--- src/rtl/div_pkg.sv ---
// Shared types and constants for the multi-cycle integer divider.
// Holds the FSM state enum, the iteration count and the counter width.
package div_pkg;

    localparam int DIV_CYCLES = 32;
    localparam int CNT_W      = $clog2(DIV_CYCLES);

    typedef enum logic [1:0] {
        IDLE = 2'd0,
        BUSY = 2'd1,
        DONE = 2'd2
    } div_state_e;

endpackage

--- src/rtl/div_step.sv ---
// One combinational restoring-division iteration.
// Ports: rem_i/quo_i/div_i = current partial remainder, quotient shift
// register and divisor; rem_o/quo_o = values after shift + trial subtract.
module div_step #(
    parameter int WIDTH = 32
) (
    input  logic [WIDTH-1:0] rem_i,
    input  logic [WIDTH-1:0] quo_i,
    input  logic [WIDTH-1:0] div_i,
    output logic [WIDTH-1:0] rem_o,
    output logic [WIDTH-1:0] quo_o
);

    logic [WIDTH:0] rem_sh;
    logic [WIDTH:0] diff;

    // The extra top bit keeps the shifted remainder exact; since the
    // remainder stays below the divisor, diff[WIDTH] is a clean sign bit.
    assign rem_sh = {rem_i, quo_i[WIDTH-1]};
    assign diff   = rem_sh - {1'b0, div_i};

    always_comb begin
        rem_o = rem_sh[WIDTH-1:0];
        quo_o = {quo_i[WIDTH-2:0], 1'b0};
        if (!diff[WIDTH]) begin
            rem_o = diff[WIDTH-1:0];
            quo_o = {quo_i[WIDTH-2:0], 1'b1};
        end
    end

endmodule

--- src/rtl/div_unit.sv ---
// Multi-cycle DIV/DIVU for the execute stage; stalls E while running.
// Ports: clk, rst (async, active-high), start_i, signed_i, a_i, b_i,
// annul_i (exception flush from M), stall_o (div_stallE), ready_o
// (one-cycle done pulse), result_o = {remainder, quotient}.
// Optional macro DIV_ZERO_FAST_EN: zero divisor completes in one cycle
// with result {dividend, all ones} and no sign fix.
module div_unit
    import div_pkg::*;
#(
    parameter int WIDTH = 32
) (
    input  logic               clk,
    input  logic               rst,
    input  logic               start_i,
    input  logic               signed_i,
    input  logic [WIDTH-1:0]   a_i,
    input  logic [WIDTH-1:0]   b_i,
    input  logic               annul_i,
    output logic               stall_o,
    output logic               ready_o,
    output logic [2*WIDTH-1:0] result_o
);

    localparam int CW = (WIDTH > DIV_CYCLES) ? $clog2(WIDTH) : CNT_W;
    localparam logic [CW-1:0] LAST = CW'(WIDTH - 1);

    div_state_e state_q, state_d;
    logic [CW-1:0]      cnt_q, cnt_d;
    logic [WIDTH-1:0]   rem_q, rem_d;
    logic [WIDTH-1:0]   quo_q, quo_d;
    logic [WIDTH-1:0]   dvs_q, dvs_d;
    logic               qneg_q, qneg_d;
    logic               rneg_q, rneg_d;
    logic [2*WIDTH-1:0] res_q, res_d;

    logic [WIDTH-1:0] a_abs;
    logic [WIDTH-1:0] b_abs;
    logic [WIDTH-1:0] step_rem;
    logic [WIDTH-1:0] step_quo;
    logic [WIDTH-1:0] fix_rem;
    logic [WIDTH-1:0] fix_quo;

    // Magnitudes for DIV; the most negative value maps onto itself,
    // which is still the correct unsigned magnitude.
    assign a_abs = (signed_i && a_i[WIDTH-1]) ? -a_i : a_i;
    assign b_abs = (signed_i && b_i[WIDTH-1]) ? -b_i : b_i;

    div_step #(
        .WIDTH (WIDTH)
    ) u_step (
        .rem_i (rem_q),
        .quo_i (quo_q),
        .div_i (dvs_q),
        .rem_o (step_rem),
        .quo_o (step_quo)
    );

    // Sign fix is applied on the final step so result_o is already
    // valid in the DONE cycle.
    assign fix_rem = rneg_q ? -step_rem : step_rem;
    assign fix_quo = qneg_q ? -step_quo : step_quo;

    always_ff @(posedge clk or posedge rst) begin
        if (rst) begin
            state_q <= IDLE;
            cnt_q   <= '0;
            rem_q   <= '0;
            quo_q   <= '0;
            dvs_q   <= '0;
            qneg_q  <= 1'b0;
            rneg_q  <= 1'b0;
            res_q   <= '0;
        end else begin
            state_q <= state_d;
            cnt_q   <= cnt_d;
            rem_q   <= rem_d;
            quo_q   <= quo_d;
            dvs_q   <= dvs_d;
            qneg_q  <= qneg_d;
            rneg_q  <= rneg_d;
            res_q   <= res_d;
        end
    end

    always_comb begin
        state_d = state_q;
        cnt_d   = cnt_q;
        rem_d   = rem_q;
        quo_d   = quo_q;
        dvs_d   = dvs_q;
        qneg_d  = qneg_q;
        rneg_d  = rneg_q;
        res_d   = res_q;

        unique case (state_q)
            IDLE: begin
                if (start_i && !annul_i) begin
                    rem_d   = '0;
                    quo_d   = a_abs;
                    dvs_d   = b_abs;
                    qneg_d  = signed_i & (a_i[WIDTH-1] ^ b_i[WIDTH-1]);
                    rneg_d  = signed_i & a_i[WIDTH-1];
                    cnt_d   = '0;
                    state_d = BUSY;
`ifdef DIV_ZERO_FAST_EN
                    if (b_i == '0) begin
                        state_d = DONE;
                        res_d   = {a_i, {WIDTH{1'b1}}};
                    end
`endif
                end
            end
            BUSY: begin
                // Flush or the instruction leaving E abandons the divide.
                if (annul_i || !start_i) begin
                    state_d = IDLE;
                    cnt_d   = '0;
                end else begin
                    rem_d = step_rem;
                    quo_d = step_quo;
                    cnt_d = cnt_q + CW'(1);
                    if (cnt_q == LAST) begin
                        state_d = DONE;
                        cnt_d   = '0;
                        res_d   = {fix_rem, fix_quo};
                    end
                end
            end
            DONE: begin
                state_d = IDLE;
            end
            default: begin
                state_d = IDLE;
            end
        endcase
    end

    assign stall_o  = start_i & (state_q != DONE) & ~annul_i;
    assign ready_o  = (state_q == DONE);
    assign result_o = res_q;

endmodule

--- config.mk ---
export PLATFORM = sky130hd
export DESIGN_NAME = div_unit
export DESIGN_NICKNAME = d
export VERILOG_FILES = /design/src/rtl/div_pkg.sv /design/src/rtl/div_step.sv /design/src/rtl/div_unit.sv
export SDC_FILE = /design/constraint.sdc
export NUM_CORES = 1
export LEC_CHECK = 0
export CORE_UTILIZATION = 45
export CTS_CLUSTER_DIAMETER = 200
export DETAILED_ROUTE_END_ITERATION = 10
export DONT_BUFFER_PORTS = 1
export GPL_TIMING_DRIVEN = 0
export PLACE_DENSITY = 0.68
export REMOVE_ABC_BUFFERS = 1
export SYNTH_ARGS = -nofsm -noshare
export SYNTH_HDL_FRONTEND = slang
export SYNTH_SLANG_ARGS = --single-unit
--- constraint.sdc ---
create_clock -name clk -period 8.8 [get_ports clk]
set_clock_uncertainty 0.05 [all_clocks]
set_input_delay 0.88 -clock clk [delete_from_list [all_inputs] [get_ports clk]]
set_output_delay 0.88 -clock clk [all_outputs]
set_load 0.1 [all_outputs]
* After elaboration in Yosys (flattened, before gate mapping)
Index checks and enable logic that the tools add are counted.
** Operators by class
- Add/sub/neg operators :: 6
- $mul :: 0
- Div/mod/pow operators :: 0
- Order comparisons :: 0
- Eq/ne operators :: 7
- Shift-type cells :: 0
- Muxes and demuxes :: 20
- Bitwise logic cells :: 7
- Reduce and logical (&&, ||, !) cells :: 13
** Operator list (count)
- $mux 32 :: 9
- $neg 32->32 :: 4
- $pmux 32 s2 :: 2
- $sub 33x32->33 :: 1
- $mux 5 :: 3
- $pmux 5 s2 :: 1
- $mux 2 :: 3
- $ne 2x2->1 const B :: 3
- $reduce_and 2->1 :: 3
- $reduce_and 3->1 :: 2
- $add 5x1->5 const B :: 1
- $eq 5x5->1 const B :: 1
- $and 1x1->1 :: 4
- $pmux 2 s2 :: 1
- $logic_and 1x1->1 :: 3
- $ne 3x3->1 const B :: 1
- $eq 2x1->1 const B :: 1
- $eq 2x2->1 const B :: 1
- $logic_not 1->1 :: 2
- $logic_not 2->1 :: 1
- $not 1->1 :: 2
- $reduce_bool 2->1 :: 1
- $logic_or 1x1->1 :: 1
- $mux 1 :: 1
- $xor 1x1->1 :: 1
** Storage, ports and cells
- Flip-flop bits (word level) :: 169
- Latch bits :: 0
- Memory bits (writable) :: 0
- Bits in read-only memories :: 0
- Bits of input ports :: 69
- Output and inout bits :: 66
- Logic and storage cells :: 61
- Memories :: 0

* Depth between registers and ports, before layout
- Depth after elaboration :: 4
- Gate-level depth with buffers :: 25
- Depth with buffers taken out :: 22

* By module
Synthesis repeated with hierarchy kept, for this count alone.
** Unflattened totals
- Cell total of the unflattened synthesis :: 1416
- Area total of the unflattened synthesis :: 11853.9 um^2
** By module, submodules not included
- div_unit :: times used 1, cells each 1074, area each 9365.2 um^2, sequential area each 4229.1 um^2
- div_step :: times used 1, cells each 342, area each 2488.6 um^2, sequential area each 0.0 um^2

* Worst setup path before layout
Ideal clock, no wire load.
- Path type :: reg2reg
- Start :: reg rem_q[20]
- End :: reg res_q[60], in the netlist result_o[60]
- Arrival time :: 5087 ps
- Data required time :: 8679 ps
- Slack :: 3592 ps
- Cell stages (with the launch flop) :: 25
- Cells stage by stage :: dfrtp_1 -> ha_1 -> clkbuf_1 -> a21oi_1 -> o211ai_1 -> a21o_1 -> or3_1 -> a31oi_1 -> nor2_1 -> inv_1 -> buf_2 -> buf_2 -> buf_1 -> nor2_1 -> a21oi_1 -> ha_1 -> nand2_1 -> or2_2 -> or4_1 -> nor4b_1 -> o21ai_0 -> o311ai_1 -> a21oi_1 -> o31a_1 -> nor2_1
** Between the ends
- Word-level cells in the longest chain between the ends :: 4
** RTL lines
- from (decl) :: RTL line div_unit.sv:29 : logic [WIDTH-1:0] rem_q, rem_d;
- from (signal assigned) :: RTL line div_unit.sv:76 : rem_q <= rem_d;
- $sub 33x32->33 :: RTL line div_step.sv:20 : assign diff = rem_sh - {1'b0, div_i};
- $mux 32 * :: RTL line div_step.sv:25 : if (!diff[WIDTH]) begin
- $neg 32->32 :: RTL line div_unit.sv:60 : assign fix_rem = rneg_q ? -step_rem : step_rem;
- $mux 32 * :: RTL line div_unit.sv:60
- to (signal assigned) :: RTL line div_unit.sv:81 : res_q <= res_d;
- to (decl) :: RTL line div_unit.sv:34 : logic [2*WIDTH-1:0] res_q, res_d;
Every way passes the cells marked *; elsewhere a longest branch is shown, timed or not.
A chain may end at the register's enable or synchronous reset.

* Worst setup path in the final report
- Start :: reg rem_q[6]
- End :: reg res_q[60], in the netlist result_o[60]
The elaborated chain is that of the path after synthesis.

==> metrics.txt <==
Max-Cap Viols 0; fin crit period 6.411 ns; Crit Path Max Fanout 14; Max Used Layer met4; met2 wire len 15.67 mm; Synth top area share 35.00%; clk root buf clkbuf_16; # nets final 1547; Final Util 49.76%; Final TNS setup 0 ns; drt pass-1 iters 10; worst vdd ir 0.1466 mV; Worst-path clk slew 0.08 ns; Setup Viol. Count Final 0; first-pass GRT wire length 54.83 mm; number of global-route vias before repair 10300; Syn Std Cell Area 12080 um2; Critical Path Source Type register; TritonCTS buffer count 17; Power Dens Cells 164.3 nW/um2; Core Area 26210 um2; Slew Limit Fails 0; critical path arrival 6.74 ns; vias per std cell 6.114; drt wl/cell 19.06 um; sequential power share 41.7%; kind of critical path reg -> reg; run status finished with violations; IO Count 135; Finished Layout Cells 1787; pre-CTS WS 1.812 ns; Final Wtd Congestion 0.9356; TritonCTS clock tree yes; top cells by area, synth dfrtp_1, o21ai_0, nand2_1; synthesized area per cell 8.087 um2; die area 27510 um2; Synth Warn # 0; Period Utilization, post-route 72.85%; initial antenna violation count 0; total global routing overflow 0; Yosys cell types 77; Die H 165.9 um; Synth Area in Compound Gates 24.64%; Leakage 5.433 nW; Rel. slew slack 16.61%; First DRT Iteration DRCs 759; sequential area share after synthesis 35.00%; flops & latches, synth 169; Post-synth ARST share 100.0%; CTS resizes 0; unrepaired setup endpoints after global routing false; initial core utilization 46.10%; Final ANT Viol Nets 0; largest family of logic cells by synthesized area compound AO/OA/AOI/OAI gates; via count 10930; I/O Buffers 0; gr usage total 24.90%; mux contribution to synthesized area 2.444%; CTS max path bufs 2; Row Count 59; Post-synth top cells nand2_1, o21ai_0, dfrtp_1, nor2_1, a21oi_1; layout cell share with drive strength beyond 1 4.752%; final hold vios 0; design area 13040 um2; top-count cell post-synth nand2_1; Clock Power Share 35.9%; CTS H-tree lvls 4; Setup crit end kind register; P_sw 744.0 uW; Die W 165.9 um; Critical Path RT 9.12 ns; Worst Hold Class in -> async; Sw Share 34.72%; Synth Flop Type dfrtp_1; failing checks DRC; Synth Area in Simple Gates 20.21%; placed cell areas 12410 um2; combinational power share 22.4%; number of antenna diodes 0; largest net degree at the start of global routing 127; area leader, netlist dfrtp_1; f_max 156.0 MHz; cells after synthesis 1494; EDFF count, synth 0; Post-Place Cells 1754; synth-to-layout area growth 7.944%; WL met3 2.170 mm; Routed WL 34.07 mm; metal1 wirelength 14.98 mm; cell-internal power 1.399 mW; Worst Max-Slew Pin Slew 1.219 ns; clk_lat worst skew 0.44 ns; Post-CTS Hold Fix Bufs 0; Post-CTS Setup Bufs 0; Remaining DRCs 10; setup slack after layout 2.389 ns; post-synthesis adder-cell area fraction 4.101%; CTS sink count 169; xor and xnor fraction of the mapped netlist area 9.134%; post-DP HPWL 25.03 mm
-- worst max-delay path, cell delays in order (launching register included) --
cell,delay (ns)
dfrtp_1,0.45
ha_1,0.46
a21oi_1,0.24
nand2_1,0.13
o2111ai_1,0.49
nand3_1,0.30
a41o_1,0.60
nor2_4,0.39
clkinv_1,0.45
a21oi_1,0.45
ha_1,0.25
nand2_1,0.07
or2_2,0.32
or4_1,0.45
nor4b_1,0.26
o21ai_0,0.17
o311ai_1,0.29
a21oi_1,0.14
o31a_1,0.30
nor2_1,0.08
-- kinds of logic (layout without fill, tap and decap cells) --
| group | count (synthesis) | after routing |
|---|---|---|
| and+or+nand+nor | 511 | 511 |
| buffers and inverters | 139 | 97 |
| DFF | 169 | 169 |
| xor gates and xnor gates | 126 | 126 |
| muxes | 29 | 29 |
| AOI/OAI and AO/OA | 481 | 481 |
| adders and majority gates | 39 | 39 |
-- per-stage QoR --
| step | power (mW) | hold WS, ns |
|---|---|---|
| after global placement | 1.366 | 0.4312 |
| final | 2.143 | 0.2170 |
| after global routing | 2.248 | 0.2415 |
| after CTS | 2.149 | 0.2375 |
| after detailed placement | 1.381 | 0.4378 |
| after floorplan | 1.254 | 0.4038 |
-- power by group through the flow --
stage	sequential [mW]	combinational, mW	clock, mW
detailed placement	0.907	0.474	0
CTS	0.891	0.478	0.780
global placement	0.904	0.462	0
floorplan	0.888	0.366	0
finish	0.893	0.481	0.770
global route	0.901	0.537	0.810
-- sequential cells by signal (all words and copies together) (netlist names) --
register  count
dvs_q        32
qneg_q        1
result_o     64
state_q       2
cnt_q         5
rneg_q        1
rem_q        32
quo_q        32
-- cells in the final DEF (no fill, tap or decap), drive strengths merged, types with 6 or more instances in the layout --
cell type  synthesis  layout
o31ai             20      20
o21ai            181     181
xnor2             59      59
and3               7       7
nand4             19      19
clkinv             0      10
or4               19      19
nand3             23      23
nor4              22      22
xor2              67      67
or2                6       6
clkbuf            71      17
ha                38      38
a22oi              6       6
a21oi            103     103
dfrtp            169     169
o41ai             18      18
mux2i             25      25
o211ai            11      11
o21a              10      10
nand2b            21      21
a22o               6       6
and4               9       9
inv               55      59
and2              11      11
a21o              11      11
nor3              28      28
buf               13      10
nand2            211     211
a31oi             14      14
or3               18      18
nor2             103     103
o2111ai            7       7
o22ai             34      34
-- path summary, 6_finish.rpt --
kind / from / end / slack [ns] / depth (start not counted)
min: rst / result_o[57] / 0.22 / 1
max in group asynchronous: rst / quo_q[6] / 7.54 / 2
max reg2reg: rem_q[6] / result_o[60] / 2.39 / 19
min in group clk: dvs_q[0] / dvs_q[0] / 0.45 / 2
min reg2reg: dvs_q[0] / dvs_q[0] / 0.45 / 2
max: rem_q[6] / result_o[60] / 2.39 / 19
-- per-layer routing --
metal	vias up	GRT usage [%]
met2	336	39.22
li1	5308	-
met5	-	0
met3	69	5.291
met1	5213	33.19
met4	0	10.48
-- layout make-up --
type,instances,area (um2)
tap,335,419.2
timing repair buffer,10,212.7
clock buffer,17,425.4
clock inverter,15,190.2
inverter,55,214.0
sequential,169,4229
multi-input combinational,1186,7351
fill,2474,13170
No activity file was read; power rests on OpenSTA's default activity.
